### src/rtl/mem_access_ctrl_pkg.sv
// Shared definitions for the MEM-stage access controller: funct3 codes,
// FSM state encoding, store lane packing and load extension helpers.
package mem_pkg;

   localparam logic [2:0] F3_B  = 3'b000;
   localparam logic [2:0] F3_H  = 3'b001;
   localparam logic [2:0] F3_W  = 3'b010;
   localparam logic [2:0] F3_BU = 3'b100;
   localparam logic [2:0] F3_HU = 3'b101;

   localparam int unsigned XLEN = 32;
   localparam int unsigned BE_W = 4;

   typedef enum logic [1:0] {
      S_IDLE = 2'd0,
      S_BUSY = 2'd1,
      S_DONE = 2'd2,
      S_ERR  = 2'd3
   } state_t;

   // Store payload as presented on the bus
   typedef struct packed {
      logic [XLEN-1:0] wdata;
      logic [BE_W-1:0] be;
   } lane_t;

   // Replicate the store datum across lanes and enable the addressed bytes
   function automatic lane_t store_lanes(input logic [XLEN-1:0] wd,
                                         input logic [1:0]      off,
                                         input logic [2:0]      f3);
      lane_t l;
      l.wdata = wd;
      l.be    = 4'b1111;
      case (f3)
         F3_B: begin
            l.wdata = {4{wd[7:0]}};
            l.be    = 4'b0001 << off;
         end
         F3_H: begin
            l.wdata = {2{wd[15:0]}};
            l.be    = off[1] ? 4'b1100 : 4'b0011;
         end
         default: begin
            l.wdata = wd;
            l.be    = 4'b1111;
         end
      endcase
      return l;
   endfunction

   // Pick the addressed byte/half out of the read word and extend it
   function automatic logic [XLEN-1:0] load_extend(input logic [XLEN-1:0] rdata,
                                                   input logic [1:0]      off,
                                                   input logic [2:0]      f3);
      logic [XLEN-1:0] sh_b;
      logic [XLEN-1:0] sh_h;
      logic [7:0]      b;
      logic [15:0]     h;
      sh_b = rdata >> {off, 3'b000};
      sh_h = off[1] ? {16'h0000, rdata[31:16]} : rdata;
      b    = sh_b[7:0];
      h    = sh_h[15:0];
      case (f3)
         F3_B:    return {{24{b[7]}}, b};
         F3_H:    return {{16{h[15]}}, h};
         F3_BU:   return {24'h000000, b};
         F3_HU:   return {16'h0000, h};
         default: return rdata;
      endcase
   endfunction

endpackage

### src/rtl/mem_access_ctrl_if.sv
// Data-bus req/ack interface between the MEM-stage controller (master)
// and the memory slave.
//   bus_req   : request, held until ack
//   bus_we    : 1 = write
//   bus_addr  : word-aligned address
//   bus_wdata : lane-replicated store data
//   bus_be    : byte enables
//   bus_rdata : read word, valid with bus_ack
//   bus_ack   : single-cycle completion
interface mem_access_ctrl_if;
   import mem_pkg::*;

   logic            bus_req;
   logic            bus_we;
   logic [XLEN-1:0] bus_addr;
   logic [XLEN-1:0] bus_wdata;
   logic [BE_W-1:0] bus_be;
   logic [XLEN-1:0] bus_rdata;
   logic            bus_ack;

   modport master (
      output bus_req, bus_we, bus_addr, bus_wdata, bus_be,
      input  bus_rdata, bus_ack
   );

   modport slave (
      input  bus_req, bus_we, bus_addr, bus_wdata, bus_be,
      output bus_rdata, bus_ack
   );

endinterface

### src/rtl/mem_access_ctrl_load_align.sv
// Combinational load formatter: selects the addressed byte/half of the
// read word and sign/zero extends according to funct3.
//   rdata  : raw bus read word
//   offset : addr[1:0] of the load
//   funct3 : load size/sign
//   data   : formatted load result
module load_align
   import mem_pkg::*;
(
   input  logic [XLEN-1:0] rdata,
   input  logic [1:0]      offset,
   input  logic [2:0]      funct3,
   output logic [XLEN-1:0] data
);

   always_comb begin
      data = load_extend(rdata, offset, funct3);
   end

endmodule

### src/rtl/mem_access_ctrl.sv
// MEM-stage access sequencer: issues one req/ack bus transaction per
// load/store, stalls the upstream pipeline until it completes, formats
// load data and flags misaligned, illegal and timed-out accesses.
//   clk, rst             : clock, synchronous active-high reset
//   mem_write_m/read_m   : store / load in MEM (both set = store)
//   funct3_m, addr_m     : access size/sign and byte address
//   wdata_m              : store data
//   bus                  : data-bus master port
//   stall                : combinational hold for IF/ID/EX and EX/MEM
//   load_data/load_valid : formatted load result and its one-cycle strobe
//   misaligned(_addr)    : alignment fault pulse and held faulting address
//   illegal_op           : reserved-funct3 pulse
//   bus_err              : sticky timeout flag
module mem_access_ctrl
   import mem_pkg::*;
#(
   parameter int unsigned TIMEOUT = 255
) (
   input  logic                 clk,
   input  logic                 rst,
   input  logic                 mem_write_m,
   input  logic                 mem_read_m,
   input  logic [2:0]           funct3_m,
   input  logic [XLEN-1:0]      addr_m,
   input  logic [XLEN-1:0]      wdata_m,
   mem_access_ctrl_if.master    bus,
   output logic                 stall,
   output logic [XLEN-1:0]      load_data,
   output logic                 load_valid,
   output logic                 misaligned,
   output logic [XLEN-1:0]      misaligned_addr,
   output logic                 illegal_op,
   output logic                 bus_err
);

   localparam int unsigned CNT_RAW = $clog2(TIMEOUT + 1);
   localparam int unsigned CNT_W   = (CNT_RAW < 1) ? 1 : CNT_RAW;

   state_t             state_q, state_d;
   logic [CNT_W-1:0]   cnt_q;
   logic [2:0]         f3_q;
   logic [1:0]         off_q;

   logic               access;
   logic               legal;
   logic               aligned;
   logic               timeout_hit;
   logic               start, fault_mis, fault_ill, ack_take, to_err;
   lane_t              lanes;
   logic [XLEN-1:0]    load_fmt;

   // Decode the access sitting in EX/MEM
   always_comb begin
      access  = mem_write_m | mem_read_m;
      if (mem_write_m)
         legal = (funct3_m == F3_B) || (funct3_m == F3_H) || (funct3_m == F3_W);
      else
         legal = (funct3_m == F3_B) || (funct3_m == F3_H) || (funct3_m == F3_W) ||
                 (funct3_m == F3_BU) || (funct3_m == F3_HU);
      case (funct3_m)
         F3_H, F3_HU: aligned = ~addr_m[0];
         F3_W:        aligned = (addr_m[1:0] == 2'b00);
         default:     aligned = 1'b1;
      endcase
      lanes = store_lanes(wdata_m, addr_m[1:0], funct3_m);
   end

   // Timeout disabled entirely when TIMEOUT is 0
   always_comb begin
      timeout_hit = (TIMEOUT != 0) && (cnt_q == CNT_W'(TIMEOUT - 1));
   end

   load_align u_load_align (
      .rdata  (bus.bus_rdata),
      .offset (off_q),
      .funct3 (f3_q),
      .data   (load_fmt)
   );

   // State register
   always_ff @(posedge clk) begin
      if (rst) state_q <= S_IDLE;
      else     state_q <= state_d;
   end

   // Next state, stall and per-cycle action strobes
   always_comb begin
      state_d   = state_q;
      stall     = 1'b0;
      start     = 1'b0;
      fault_mis = 1'b0;
      fault_ill = 1'b0;
      ack_take  = 1'b0;
      to_err    = 1'b0;
      case (state_q)
         S_IDLE: begin
            if (access) begin
               if (!legal) begin
                  fault_ill = 1'b1;
               end else if (!aligned) begin
                  fault_mis = 1'b1;
               end else begin
                  stall   = 1'b1;
                  start   = 1'b1;
                  state_d = S_BUSY;
               end
            end
         end
         S_BUSY: begin
            stall = 1'b1;
            // An ack arriving on the timeout cycle still completes the access
            if (bus.bus_ack) begin
               ack_take = 1'b1;
               state_d  = S_DONE;
            end else if (timeout_hit) begin
               to_err  = 1'b1;
               state_d = S_ERR;
            end
         end
         S_DONE: begin
            state_d = S_IDLE;
         end
         S_ERR: begin
            stall = 1'b1;
         end
         default: begin
            state_d = S_IDLE;
         end
      endcase
   end

   // Registered bus outputs, fault pulses and load result
   always_ff @(posedge clk) begin
      if (rst) begin
         bus.bus_req     <= 1'b0;
         bus.bus_we      <= 1'b0;
         bus.bus_addr    <= '0;
         bus.bus_wdata   <= '0;
         bus.bus_be      <= '0;
         load_data       <= '0;
         load_valid      <= 1'b0;
         misaligned      <= 1'b0;
         misaligned_addr <= '0;
         illegal_op      <= 1'b0;
         bus_err         <= 1'b0;
         cnt_q           <= '0;
         f3_q            <= '0;
         off_q           <= '0;
      end else begin
         load_valid <= 1'b0;
         misaligned <= 1'b0;
         illegal_op <= 1'b0;

         if (start) begin
            bus.bus_req  <= 1'b1;
            bus.bus_we   <= mem_write_m;
            bus.bus_addr <= {addr_m[31:2], 2'b00};
            // Reads drive all byte enables and no write data
            if (mem_write_m) begin
               bus.bus_wdata <= lanes.wdata;
               bus.bus_be    <= lanes.be;
            end else begin
               bus.bus_wdata <= '0;
               bus.bus_be    <= 4'b1111;
            end
            f3_q  <= funct3_m;
            off_q <= addr_m[1:0];
            cnt_q <= '0;
         end

         if (fault_ill) illegal_op <= 1'b1;

         if (fault_mis) begin
            misaligned      <= 1'b1;
            misaligned_addr <= addr_m;
         end

         if (state_q == S_BUSY) cnt_q <= cnt_q + CNT_W'(1);

         if (ack_take) begin
            bus.bus_req <= 1'b0;
            if (!bus.bus_we) begin
               load_data  <= load_fmt;
               load_valid <= 1'b1;
            end
         end

         if (to_err) begin
            bus.bus_req <= 1'b0;
            bus_err     <= 1'b1;
         end
      end
   end

endmodule
### src/flat_wrapper.sv
// flat-port wrapper written by rule: the top's interface ports become plain ports
module mem_access_ctrl_flat import mem_pkg::*;
#(
   parameter int unsigned TIMEOUT = 255
)
  (clk, rst, mem_write_m, mem_read_m, funct3_m, addr_m, wdata_m, stall, load_data, load_valid, misaligned, misaligned_addr, illegal_op, bus_err, bus_bus_req, bus_bus_we, bus_bus_addr, bus_bus_wdata, bus_bus_be, bus_bus_rdata, bus_bus_ack);
  mem_access_ctrl_if bus_i ();
  input  logic clk;
  input  logic rst;
  input  logic mem_write_m;
  input  logic mem_read_m;
  input  logic [2:0] funct3_m;
  input  logic [XLEN-1:0] addr_m;
  input  logic [XLEN-1:0] wdata_m;
  output logic stall;
  output logic [XLEN-1:0] load_data;
  output logic load_valid;
  output logic misaligned;
  output logic [XLEN-1:0] misaligned_addr;
  output logic illegal_op;
  output logic bus_err;
  output wire logic [$bits(bus_i.bus_req)-1:0] bus_bus_req;
  output wire logic [$bits(bus_i.bus_we)-1:0] bus_bus_we;
  output wire logic [$bits(bus_i.bus_addr)-1:0] bus_bus_addr;
  output wire logic [$bits(bus_i.bus_wdata)-1:0] bus_bus_wdata;
  output wire logic [$bits(bus_i.bus_be)-1:0] bus_bus_be;
  input wire logic [$bits(bus_i.bus_rdata)-1:0] bus_bus_rdata;
  input wire logic [$bits(bus_i.bus_ack)-1:0] bus_bus_ack;
  assign bus_bus_req = bus_i.bus_req;
  assign bus_bus_we = bus_i.bus_we;
  assign bus_bus_addr = bus_i.bus_addr;
  assign bus_bus_wdata = bus_i.bus_wdata;
  assign bus_bus_be = bus_i.bus_be;
  assign bus_i.bus_rdata = bus_bus_rdata;
  assign bus_i.bus_ack = bus_bus_ack;
  mem_access_ctrl #(.TIMEOUT(TIMEOUT)) u_core (.clk(clk), .rst(rst), .mem_write_m(mem_write_m), .mem_read_m(mem_read_m), .funct3_m(funct3_m), .addr_m(addr_m), .wdata_m(wdata_m), .bus(bus_i), .stall(stall), .load_data(load_data), .load_valid(load_valid), .misaligned(misaligned), .misaligned_addr(misaligned_addr), .illegal_op(illegal_op), .bus_err(bus_err));
endmodule
### config.mk
export PLATFORM = sky130hd
export DESIGN_NAME = mem_access_ctrl_flat
export DESIGN_NICKNAME = d
export VERILOG_FILES = /design/src/rtl/mem_access_ctrl_pkg.sv /design/src/rtl/mem_access_ctrl_if.sv /design/src/rtl/mem_access_ctrl_load_align.sv /design/src/rtl/mem_access_ctrl.sv /design/src/flat_wrapper.sv
export SDC_FILE = /design/constraint.sdc
export NUM_CORES = 1
export LEC_CHECK = 0
export ABC_AREA = 1
export BUFFER_PORTS_ARGS = -buffer_cell sky130_fd_sc_hd__buf_4
export CORE_MARGIN = 4
export CORE_UTILIZATION = 51
export CTS_CLUSTER_SIZE = 24
export DETAILED_ROUTE_END_ITERATION = 7
export GPL_ROUTABILITY_DRIVEN = 1
export GPL_TIMING_DRIVEN = 0
export PLACE_DENSITY = 0.81
export SKIP_CTS_REPAIR_TIMING = 1
export SYNTH_ARGS = -nofsm -noshare
export SYNTH_HDL_FRONTEND = slang
export SYNTH_HIERARCHICAL = 1
export SYNTH_SLANG_ARGS = --single-unit
### constraint.sdc
create_clock -name clk -period 1.6 [get_ports clk]
set_input_delay 0.16 -clock clk [delete_from_list [all_inputs] [get_ports clk]]
set_output_delay 0.16 -clock clk [all_outputs]
set_load 0.01 [all_outputs]
==> After elaboration in Yosys (flattened, before gate mapping) <==
Cells that the tools add are included.
{ "word_totals": {"register_bits": 151, "latchBits": 0, "mem_bits_rw": 0, "mem_bits_ro": 0, "input_bits": 104, "output_inout_bits": 139, "elab_cells": 89, "memories": 0} }
{ "op_classes": {"add_sub_neg": 1, "multipliers": 0, "n_div": 0, "magnitude_cmp": 0, "eq_ne": 15, "shift": 2, "n_mux": 36, "bitwise_logic": 4, "n_reduce_logical": 16} }
{ "ops": {"columns": ["op", "n"], "rows": [
  ["$pmux 32 s4", 1],
  ["$pmux 36 s2", 1],
  ["$mux 32", 1],
  ["$shr 32x5->8", 1],
  ["$mux 1", 20],
  ["$mux 16", 1],
  ["$mux 8", 2],
  ["$eq 3x3->1 const B", 4],
  ["$mux 2", 5],
  ["$add 8x1->8 const B", 1],
  ["$eq 8x8->1 const B", 1],
  ["$mux 4", 2],
  ["$eq 3x1->1 const B", 2],
  ["$logic_not 3->1", 2],
  ["$ne 2x1->1 const B", 3],
  ["$pmux 2 s3", 1],
  ["$reduce_or 2->1", 3],
  ["$reduce_and 5->1", 1],
  ["$eq 2x2->1 const B", 2],
  ["$logic_not 2->1", 2],
  ["$logic_or 1x1->1", 4],
  ["$pmux 1 s2", 2],
  ["$shl 1x2->4 const A", 1],
  ["$eq 3x2->1 const B", 1],
  ["8 further kinds", 10]
]} }

==> Longest topological paths before layout <==
Gate-level depths: netlist of run 1.
{ "logic_depth": {"ltp_word": 11, "mapped_depth": 11, "ltp_nobuf": 10} }

==> Modules after synthesis <==
The synthesis of run 1 kept the hierarchy.
{ "by_module_without_submodules": {"columns": ["module", "n_inst", "cells_each", "area_per_inst_um2", "seq_area_each_um2"], "rows": [
  ["mem_access_ctrl", 1, 852, 6155.9, 3022.9],
  ["load_align", 1, 196, 1014.7, 0.0]
]} }

==> Least setup slack after synthesis of run 1 <==
Ideal clock, no wire load.
{ "synth_timing": {"path_type": "flip-flop to flip-flop", "from": "register u_core.state_q[0]", "to": "register u_core.load_data[0]", "setup_ns": 0.116, "arrival_time_ns": 1.293, "required_time_ns": 1.484, "setup_slack_ns": 0.191, "path_stages_with_launch": 9, "path_buffers": 1, "synth_period_minus_slack_ns": 1.409, "cell_sequence": "dfxtp_1 -> inv_1 -> nor2_4 -> nand2_1 -> nor2_1 -> inv_2 -> clkbuf_1 -> nor2_1 -> nor2_1"} }
{ "synth_via": {"elab_chain_cells": 3} }
{ "synth_rtl": {"columns": ["item", "line", "text"], "rows": [
  ["start: declaration", "mem_access_ctrl.sv:39", "state_t state_q, state_d;"],
  ["start signal: assignment", "mem_access_ctrl.sv:83", "else state_q <= state_d;"],
  ["$eq 2x1->1", "mem_access_ctrl.sv:95", "case (state_q)"],
  ["$mux 1", "mem_access_ctrl.sv:95", null],
  ["$reduce_and 2->1 (no line)", null, null],
  ["end signal: assignment", "mem_access_ctrl.sv:183", "load_data <= load_fmt;"],
  ["end: declaration", "mem_access_ctrl.sv:28", "output logic [XLEN-1:0] load_data,"]
]} }
No other way between the ends.
A chain may end at the register's enable or synchronous reset.

==> Worst setup path after layout of run 1 <==
{ "layout_timing": {"from": "register u_core.state_q[0]", "to": "register u_core.misaligned_addr[7]"} }
{ "layout_via": {"elab_chain_cells": 2} }
{ "layout_rtl": {"columns": ["item", "line", "text"], "rows": [
  ["$logic_not 2->1", "mem_access_ctrl.sv:95", null],
  ["$mux 1", "mem_access_ctrl.sv:95", null],
  ["end signal: assignment", "mem_access_ctrl.sv:175", "misaligned_addr <= addr_m;"],
  ["end: declaration", "mem_access_ctrl.sv:31", "output logic [XLEN-1:0] misaligned_addr,"]
]} }
No other way between the ends.

==> results of run 1 <==
[state kept, by name (all words and copies together), names as in the netlist]
register,cells
u_core/f3_q,3
u_core/illegal_op,1
u_core/bus_err,1
u_core/bus.bus_req,1
u_core/misaligned,1
u_core/bus.bus_we,1
u_core/bus.bus_be,4
u_core/bus.bus_addr,30
u_core/bus.bus_wdata,32
u_core/load_data,32
u_core/state_q,2
u_core/load_valid,1
u_core/cnt_q,8
u_core/misaligned_addr,32
u_core/off_q,2
[worst max-delay path: stages, from the launching register on]
cell      delay [ns]
dfxtp_2         0.34
nor2_4          0.17
nand4_2         0.25
clkbuf_1        0.30
o21ai_0         0.31
nor2_1          0.08
[metrics by stage]
stage                     hold WS (ns)  utilization [%]  total power (W)  cells  setup TNS [ns]
after CTS                     -0.01261            70.55          0.01021   1499          -15.00
after global routing          0.003517            71.73          0.01072   1511        -0.01549
final                        -0.001682            71.73          0.01028   1511               0
after global placement          0.4212            66.44         0.006299   1467          -18.30
after detailed placement        0.4312            66.44         0.006323   1467          -19.64
after floorplan                 0.3027                -         0.005394   1049               0
[layout make-up]
| class | count | area (µm²) | area share (%) |
|---|---|---|---|
| inverter | 71 | 277.8 | 2.801 |
| buffer | 69 | 425.4 | 4.289 |
| sequential | 151 | 3025 | 30.50 |
| tap | 180 | 225.2 | 2.271 |
| clock buffer | 18 | 429.2 | 4.327 |
| timing repair buffer | 251 | 1892 | 19.07 |
| clock inverter | 14 | 140.1 | 1.413 |
| multi-input combinational | 757 | 3503 | 35.32 |
[Yosys cell counts, drive strengths merged]
library cell	n	area share (%)
nand2	254	14
nor2	204	11
dfxtp	151	42
nand3	97	7.8
o21ai	74	5.2
a21oi	70	4.9
inv	70	3.8
buf	43	4.3
clkbuf	27	1.4
nand3b	16	1.7
nand4	11	1.0
or2	8	0.70
a22oi	7	0.73
nor3	4	0.44
ha	2	0.35
o21bai	2	0.21
a21o	1	0.10
a31oi	1	0.087
and2	1	0.12
clkinv	1	0.052
conb	1	0.052
nor4	1	0.087
o2111ai	1	0.12
o21a	1	0.10
[cells by family after synthesis]
logic type               Yosys count  synth area share, %
AO/OA/AOI/OAI                    157                11.46
adder cells (fa/ha/maj)            2               0.3489
buffers and inverters            141                9.527
flip-flops                       151                42.16
other                              1              0.05230
AND/OR/NAND/NOR                  596                36.45
[power by group through the flow]
| stage | Sequential [W] | Clock, W | Combinational [W] |
|---|---|---|---|
| floorplan | 0.00431 | 0 | 0.00109 |
| global placement | 0.00421 | 0 | 0.00209 |
| detailed placement | 0.00422 | 0 | 0.00211 |
| CTS | 0.00414 | 0.00394 | 0.00213 |
| global route | 0.00417 | 0.00412 | 0.00243 |
| finish | 0.00414 | 0.00391 | 0.00223 |
[metal layers]
metal  vias up  wire length, µm  GRT usage (%)
met5         -                0              0
met4         0              680          10.98
met3        54             2161          7.621
met2       406            11480          47.32
met1      3629             9523          35.38
li1       3896                -              -
[how the worst max path moves through the flow]
| stage | endpoint | cells past startpoint |
|---|---|---|
| final | u_core/misaligned_addr[7] | 5 |
| after global routing | u_core/load_data[1] | 8 |
| after detailed placement | u_core/load_data[15] | 8 |
| after CTS | u_core/load_data[15] | 8 |
| after global placement | u_core/load_data[12] | 8 |
| after floorplan | u_core/load_data[0] | 8 |
==> metrics.txt, run 1 <==
outcome finished, violations left; violated checks negative hold slack; initial antenna violation count 0; yosys warns 6; Worst Path Required 1.91 ns; clock power share 38.0%; Reg2Reg Launch Point u_core/state_q[0]; later-pin clock latency in the skew report 0.42 ns; Placed Area 9186 µm²; Critical Path AT 1.86 ns; Initial Util 51.86%; #FFs+latches synth 151; most common cell after layout, fill and taps aside buf_4; Mean Syn Cell Area 6.842 µm²; final net count 1424; Startpoint Class register; dpl ws -0.5153 ns; WHS Endpoint u_core/bus.bus_addr[18]; fin crit share 97.00%; I/O Buffers 238; Inserted Diodes 0; Site Rows 43; sw power 0.003134 W; worst-path fanout max 10; Placer Congestion 0.9291; die width 126.6 µm; WHS Path Cells 3; clock-pin transition on the worst setup and hold timing paths 0.07 ns; total number of vias 7985; number of buffers created by CTS 17; Final Max Slew Viols 0; share of cells above drive strength 1 27.87%; library cells used by synthesis 40; FILL cells 1172; die area 16020 µm²; Reg power frac 40.3%; All-Layer GR Usage 28.50%; vias in the first global route 7496; I/O pin count 243; peak supply drop 766.2 µV; Hold WS -0.001682 ns; Final WS setup 0.04800 ns; final hold violations 1; Post-Synthesis Cells 1048; DR DRC count 0; pwr dens 1037 nW/µm²; min Tclk post-route 1.552 ns; Die H 126.6 µm; Critical Path Source u_core/state_q[0]; CTS tree built; largest net degree at the start of global routing 17; Via density 5.285; area grow syn2layout 38.32%; Logic pwr share 21.7%; cell internal pwr 0.007148 W; Detailed Route Iter0 Violations 748; Net Sw Frac 30.48%; final setup violating endpoints 0; clk_skew 0.01027 ns; first-pass GRT wire length 37120 µm; Hold Crit Class in -> reg; Clock Sinks 151; most frequent cells in the layout buf_4, nand2_1, nor2_1, dfxtp_1, nand3_1; CTS max path bufs 2; CP endpoint kind register; H-tree depth 4; Leak 4.860 nW; wire per inst 15.78 µm; worst-margin pin slew 0.7605 ns; Final Cell Area 9918 µm²; Max-slew headroom 49.30%; core box area 13830 µm²; min-delay src addr_m[18]; reg-to-reg setup timing slack 0.05 ns; final antenna-violating net count 0; R2R cell count 5; Initial DRT Pass Iterations 6; routed wire length 23850 µm; GRT Residual Overflow 0; R2R Path End u_core/misaligned_addr[7]; critical path type reg -> reg; Syn Std Cell Area 7171 µm²; max-cap viol count 0; Clock Root Buffer clkbuf_16; post-DP HPWL 17470 µm; fmax 644.3 MHz; Seq/Total Area, Yosys 42.16%
Note: power is estimated with default switching activity, not from simulation.
==> run 2: changes to the inputs <==
Settings changed: CORE_UTILIZATION 51 to 52, CTS_BUF_LIST from default to sky130_fd_sc_hd__clkbuf_4 sky130_fd_sc_hd__clkbuf_8, PLACE_DENSITY 0.81 to 0.82.
==> run 2 against run 1 <==
- the run now ends clean
- worst setup slack lost 0.015 ns
- clock skew shrank 0.0014 ns
- utilization grew 3.4 points
- fmax shrank 0.93%
- global-route usage grew 0.43 points
- register-to-register slack is essentially flat
- sequential power is essentially flat
- clock power shrank 20%
- die area shrank 1.8%
- flip-flop and latch count is the same
- count of clock-buffer cells in the layout grew 3
- via count grew 2.1%
- critical path type unchanged
- critical endpoint unchanged
- largest power group unchanged
- highest routed layer unchanged
==> metrics.txt, run 2 (synthesized netlist as in run 1, its figures left out) <==
Hold WS 0.01430 ns; critical path type reg -> reg; R2R cell count 5; Reg2Reg Launch Point u_core/state_q[0]; I/O Buffers 238; Die H 125.4 µm; GRT Residual Overflow 0; later-pin clock latency in the skew report 0.44 ns; pwr dens 951.2 nW/µm²; Max-slew headroom 50.10%; Inst Count DP 1463; CTS max path bufs 2; fin crit share 97.91%; worst-path fanout max 10; first-pass GRT wire length 37260 µm; initial antenna violation count 0; H-tree depth 4; Inserted Diodes 0; vias in the first global route 7465; max-cap viol count 0; area grow syn2layout 39.80%; clock-pin transition on the worst setup and hold timing paths 0.08 ns; post-DP HPWL 17900 µm; Initial Util 53.72%; Worst Path Required 1.93 ns; Critical path destination u_core/misaligned_addr[7]; I/O pin count 243; Placer Congestion 0.9565; share of cells above drive strength 1 27.06%; All-Layer GR Usage 28.93%; CP endpoint kind register; DR DRC count 0; sw power 0.002875 W; core box area 13350 µm²; final hold violations 0; final setup violating endpoints 0; Critical Path Source u_core/state_q[0]; Detailed Route Iter0 Violations 676; cell internal pwr 0.006661 W; final core occ 75.10%; routed wire length 24700 µm; die area 15730 µm²; reg-to-reg setup timing slack 0.03 ns; Clock Sinks 151; Site Rows 42; peak supply drop 854.6 µV; wire per inst 16.12 µm; Clock Root Buffer clkbuf_8; Reg power frac 43.5%; Setup TNS 0 ns; Net Sw Frac 30.15%; Final Max Slew Viols 0; Logic pwr share 24.0%; number of buffers created by CTS 17; Leak 4.910 nW; fmax 638.3 MHz; Initial DRT Pass Iterations 7; worst-margin pin slew 0.7485 ns; Post-Layout Cell Count 1532; Hold Crit Class in -> reg; clock power share 32.6%; R2R Path End u_core/misaligned_addr[7]; CTS tree built; total number of vias 8156; biggest regs u_core/bus.bus_wdata (32), u_core/load_data (32), u_core/misaligned_addr (32); Critical Path AT 1.89 ns; clk_skew 0.008830 ns; final antenna-violating net count 0; outcome complete, no violations; final net count 1450; FILL cells 1087; unrepaired setup endpoints after global routing yes; most frequent cells in the layout buf_4, nand2_1, nor2_1, dfxtp_1, nand3_1; Startpoint Class register; Via density 5.324; largest net degree at the start of global routing 17; most common cell after layout, fill and taps aside buf_4; die width 125.4 µm; min Tclk post-route 1.567 ns
==> run 2: changes by cell type in the layout (fill, tap and decap cells not counted), moves of 2 or more <==
cell           change
clkbuf_4           +2
buf_4              -5
dlygate4sd3_1     +29
clkbuf_8          +19
clkinvlp_4         -3
bufinv_16          +2
inv_8              -2
inv_6              -2
clkbuf_16         -17
buf_2              +2
==> run 2: worst max-delay path: stages, from the launching register on <==
cell	delay [ns]
dfxtp_2	0.34
nor2_4	0.16
nand4_2	0.27
clkbuf_1	0.31
o21ai_0	0.31
nor2_1	0.07
==> run 2: how the worst min path moves through the flow <==
| stage | slack (ns) | cells after the start | start | to |
|---|---|---|---|---|
| final | 0.01 | 3 | addr_m[0] | u_core/off_q[0] |
| after floorplan | 0.30 | 2 | addr_m[19] | u_core/bus.bus_addr[19] |
| after global placement | 0.42 | 3 | addr_m[24] | u_core/bus.bus_addr[24] |
| after CTS | -0.05 | 3 | addr_m[25] | u_core/bus.bus_addr[25] |
| after detailed placement | 0.43 | 3 | addr_m[25] | u_core/bus.bus_addr[25] |
| after global routing | 0.002 | 3 | addr_m[0] | u_core/off_q[0] |
==> run 2: cell type report <==
type | count | area [µm²] | area share (%)
Inverter | 71 | 277.8 | 2.771
Clock inverter | 10 | 142.6 | 1.423
Timing Repair Buffer | 277 | 2160 | 21.54
Clock buffer | 21 | 276.5 | 2.758
Tap cell | 176 | 220.2 | 2.197
Sequential cell | 151 | 3027 | 30.19
Buffer | 69 | 420.4 | 4.194
Multi-Input combinational cell | 757 | 3501 | 34.92
==> run 2: per-layer routing <==
layer / up-vias / wire length (µm) / track usage (%) / share of wire, %
met5: - / 0 / 0 / 0
met4: 0 / 671 / 9.949 / 2.7
met3: 61 / 2193 / 8.529 / 8.9
met2: 391 / 11860 / 48.24 / 48
met1: 3762 / 9976 / 35.74 / 40
li1: 3942 / - / - / -
==> run 2: through the flow <==
stage	instance area, µm²	power, W	worst slack (ns)
2_1_floorplan	7174	0.005394	0.1913
3_3_place_gp	9181	0.006302	-0.4435
3_5_place_dp	9181	0.006339	-0.4598
4_1_cts	9600	0.009391	-0.4574
5_1_grt	10020	0.009975	-0.05537
6_report	10020	0.009536	0.03342
==> run 2: power by group through the flow <==
stage / Clock, W / Combinational, W / Sequential (W)
after floorplan: 0 / 0.00109 / 0.00431
after CTS: 0.00313 / 0.00213 / 0.00413
after detailed placement: 0 / 0.00212 / 0.00422
final: 0.00311 / 0.00229 / 0.00414
after global routing: 0.00332 / 0.00248 / 0.00417
after global placement: 0 / 0.00209 / 0.00421
==> run 3: changes to the inputs <==
Settings changed: PLACE_DENSITY 0.82 to 0.83, SYNTH_HIERARCHICAL 1 to default.
==> run 3 against run 2 <==
- die area fell by 4.8%
- sequential power is essentially flat
- utilization up 1.5 points
- largest cell class unchanged
- largest power group unchanged
==> metrics.txt, run 3 <==
CP endpoint kind register; cell at the slowest stage of the critical path dfxtp_1; Post-Synth Adder-Cell Area 0.3678%; final core occ 76.64%; All-Layer GR Usage 28.13%; Detailed Route Iter0 Violations 703; Site Rows 41; R2R Path End u_core.load_data[6]; die area 14980 µm²; Synth top area share 44.43%; final antenna-violating net count 0; post-synth top area cell dfxtp_1; Critical path destination u_core.load_data[6]; simple-gate share of the synthesized area 30.25%; Levels on crit path 8; most common cell in the netlist nand2_1; slowest stage delay, CP 0.34 ns; I/O Buffers 238; final setup violating endpoints 0; wire per inst 15.09 µm; dpl ws -0.1723 ns; Clock Sinks 151; EDFF count, synth 0; Reg area 3027 µm²; outcome complete, no violations; die width 122.4 µm; fin crit share 96.09%; biggest regs u_core.bus.bus_wdata (32), u_core.load_data (32), u_core.misaligned_addr (32); initial antenna violation count 0; H-tree depth 4; routed wire length 22690 µm; Bufs and invs on worst path 2; Cell Chain, Critical Path buf_2 -> buf_2 -> nor2_1 -> a21oi_1 -> o21ai_0 -> nand2_1 -> nand2_1 -> a21oi_1; reg-to-reg setup timing slack 0.06 ns; I/O pin count 243; R2R cell count 8; clk_skew 0.007973 ns; Placer Congestion 0.9151; area grow syn2layout 43.31%; Initial Util 53.48%; mux contribution to synthesized area 0%; met2 Use GR 44.21%; Leak 4.691 nW; max-cap viol count 0; Final WS setup 0.06254 ns; family with the most delay on the worst path buffers and inverters; core box area 12720 µm²; FILL cells 1016; met1 Usage GRT 36.06%; min Tclk post-route 1.537 ns; compound-gate portion of the synthesized area 15.81%; Synth area leaders dfxtp_1, nand2_1, nor2_1; synth cell count leaders nand2_1, nor2_1, dfxtp_1; Reg2Reg Launch Point u_core.off_q[1]; most frequent cells in the layout buf_4, nor2_1, nand2_1, dfxtp_1, a21oi_1; pwr dens 978.3 nW/µm²; final net count 1424; largest net degree at the start of global routing 17; Via density 5.114; ys flop type dfxtp_1; library cells used by synthesis 28; later-pin clock latency in the skew report 0.46 ns; Startpoint Class register; Final Max Slew Viols 0; peak supply drop 702.6 µV; first-pass GRT wire length 33350 µm; #FFs+latches synth 151; area occupied by multi-input gates 3194 µm²; Setup TNS 0 ns; Critical Path Source u_core.off_q[1]; Final Cell Area 9751 µm²; Worst Path Required 1.99 ns; Placed Area 8810 µm²; Critical Path AT 1.93 ns; Initial DRT Pass Iterations 6; CTS max path bufs 2; DR DRC count 0; clock-pin transition on the worst setup and hold timing paths 0.08 ns; Hold Crit Class in -> reg; Clock Root Buffer clkbuf_8; fmax 650.4 MHz; Syn Std Cell Area 6804 µm²; yosys warns 0; share of cells above drive strength 1 26.75%; GRT Residual Overflow 0; CTS tree built; vias in the first global route 6865; Mean Syn Cell Area 6.723 µm²; Post-Synthesis Cells 1012; number of buffers created by CTS 17; Seq/Total Area, Yosys 44.43%; fraction of registers with async set/reset 0%; worst-path fanout max 10; final hold violations 0; global routing's busiest layer met2; critical path type reg -> reg; total number of vias 7691; largest family of logic cells by synthesized area simple AND/OR/NAND/NOR gates; post-DP HPWL 16240 µm; worst-margin pin slew 0.6306 ns; xor and xnor area share after synthesis 0%; Die H 122.4 µm; Max-slew headroom 57.96%; routing usage on met3 9.217%; most common cell after layout, fill and taps aside buf_4
-- run 3: cell types whose count changed after synthesis, moves of 7 or more --
cell / previous run / this run
a21oi_1: 69 / 93
nand4_1: 10 / 2
o21ai_1: 0 / 7
nand3b_1: 16 / 2
buf_2: 18 / 38
nand2_1: 250 / 200
o21ai_0: 74 / 97
inv_1: 63 / 78
nand3_2: 15 / 0
buf_6: 10 / 0
a22oi_1: 7 / 0
buf_4: 10 / 3
-- run 3: logic make-up (layout without fill, tap and decap cells) --
family,after synthesis,in the layout
AOI/OAI and AO/OA,209,209
adders and majority gates,2,2
buffers and inverters,149,467
DFF,151,151
other,1,3
and+or+nand+nor,500,500
-- run 3: area by class of cell --
| type | count | share of cell area (%) |
|---|---|---|
| timing repair buffer | 286 | 22.98 |
| antenna | 1 | 0.02566 |
| buffer | 66 | 3.516 |
| inverter | 83 | 3.221 |
| sequential | 151 | 31.04 |
| tap | 172 | 2.207 |
| multi-input combinational | 713 | 32.76 |
| clock inverter | 12 | 1.553 |
| clock buffer | 20 | 2.695 |
-- run 3: stage by stage --
| step | std cells | hold WS [ns] | total power (W) |
|---|---|---|---|
| 5_1_grt | 1503 | 0.003113 | 0.009986 |
| 3_5_place_dp | 1423 | 0.4161 | 0.006313 |
| 2_1_floorplan | 1013 | 0.3079 | 0.005369 |
| 3_3_place_gp | 1423 | 0.4079 | 0.006287 |
| 4_1_cts | 1455 | -0.06374 | 0.009325 |
| 6_report | 1504 | 0.005474 | 0.009539 |
-- run 3: worst min-delay path by stage --
stage	start	endpoint	slack, ns	cells past startpoint
final	addr_m[27]	u_core.misaligned_addr[27]	0.005	3
after global routing	wdata_m[3]	u_core.bus.bus_wdata[3]	0.003	3
after CTS	addr_m[22]	u_core.bus.bus_addr[22]	-0.06	3
after detailed placement	addr_m[24]	u_core.bus.bus_addr[24]	0.42	3
after global placement	addr_m[22]	u_core.bus.bus_addr[22]	0.41	3
after floorplan	addr_m[22]	u_core.bus.bus_addr[22]	0.31	2
-- run 3: per-layer routing --
layer / wire length, µm / vias up / share of wire (%)
met4: 666 / 0 / 2.9
met1: 9391 / 3415 / 41
met3: 2078 / 59 / 9.2
li1: - / 3841 / -
met5: 0 / - / 0
met2: 10550 / 376 / 47
-- run 3: report_power, final --
group	internal, W	leakage, nW	switching (W)
Clock	0.00161	0.210	0.00146
Combinational	0.000990	3.25	0.00131
Sequential	0.00401	1.23	0.000147
Total	0.00662	4.69	0.00292
-- run 3: tightest hold or removal path: cells and delay by family --
family	cells	cell delay [ns]
and+or+nand+nor	1	0.07
buffers and inverters	1	0.12
AOI/OAI and AO/OA	1	0.06
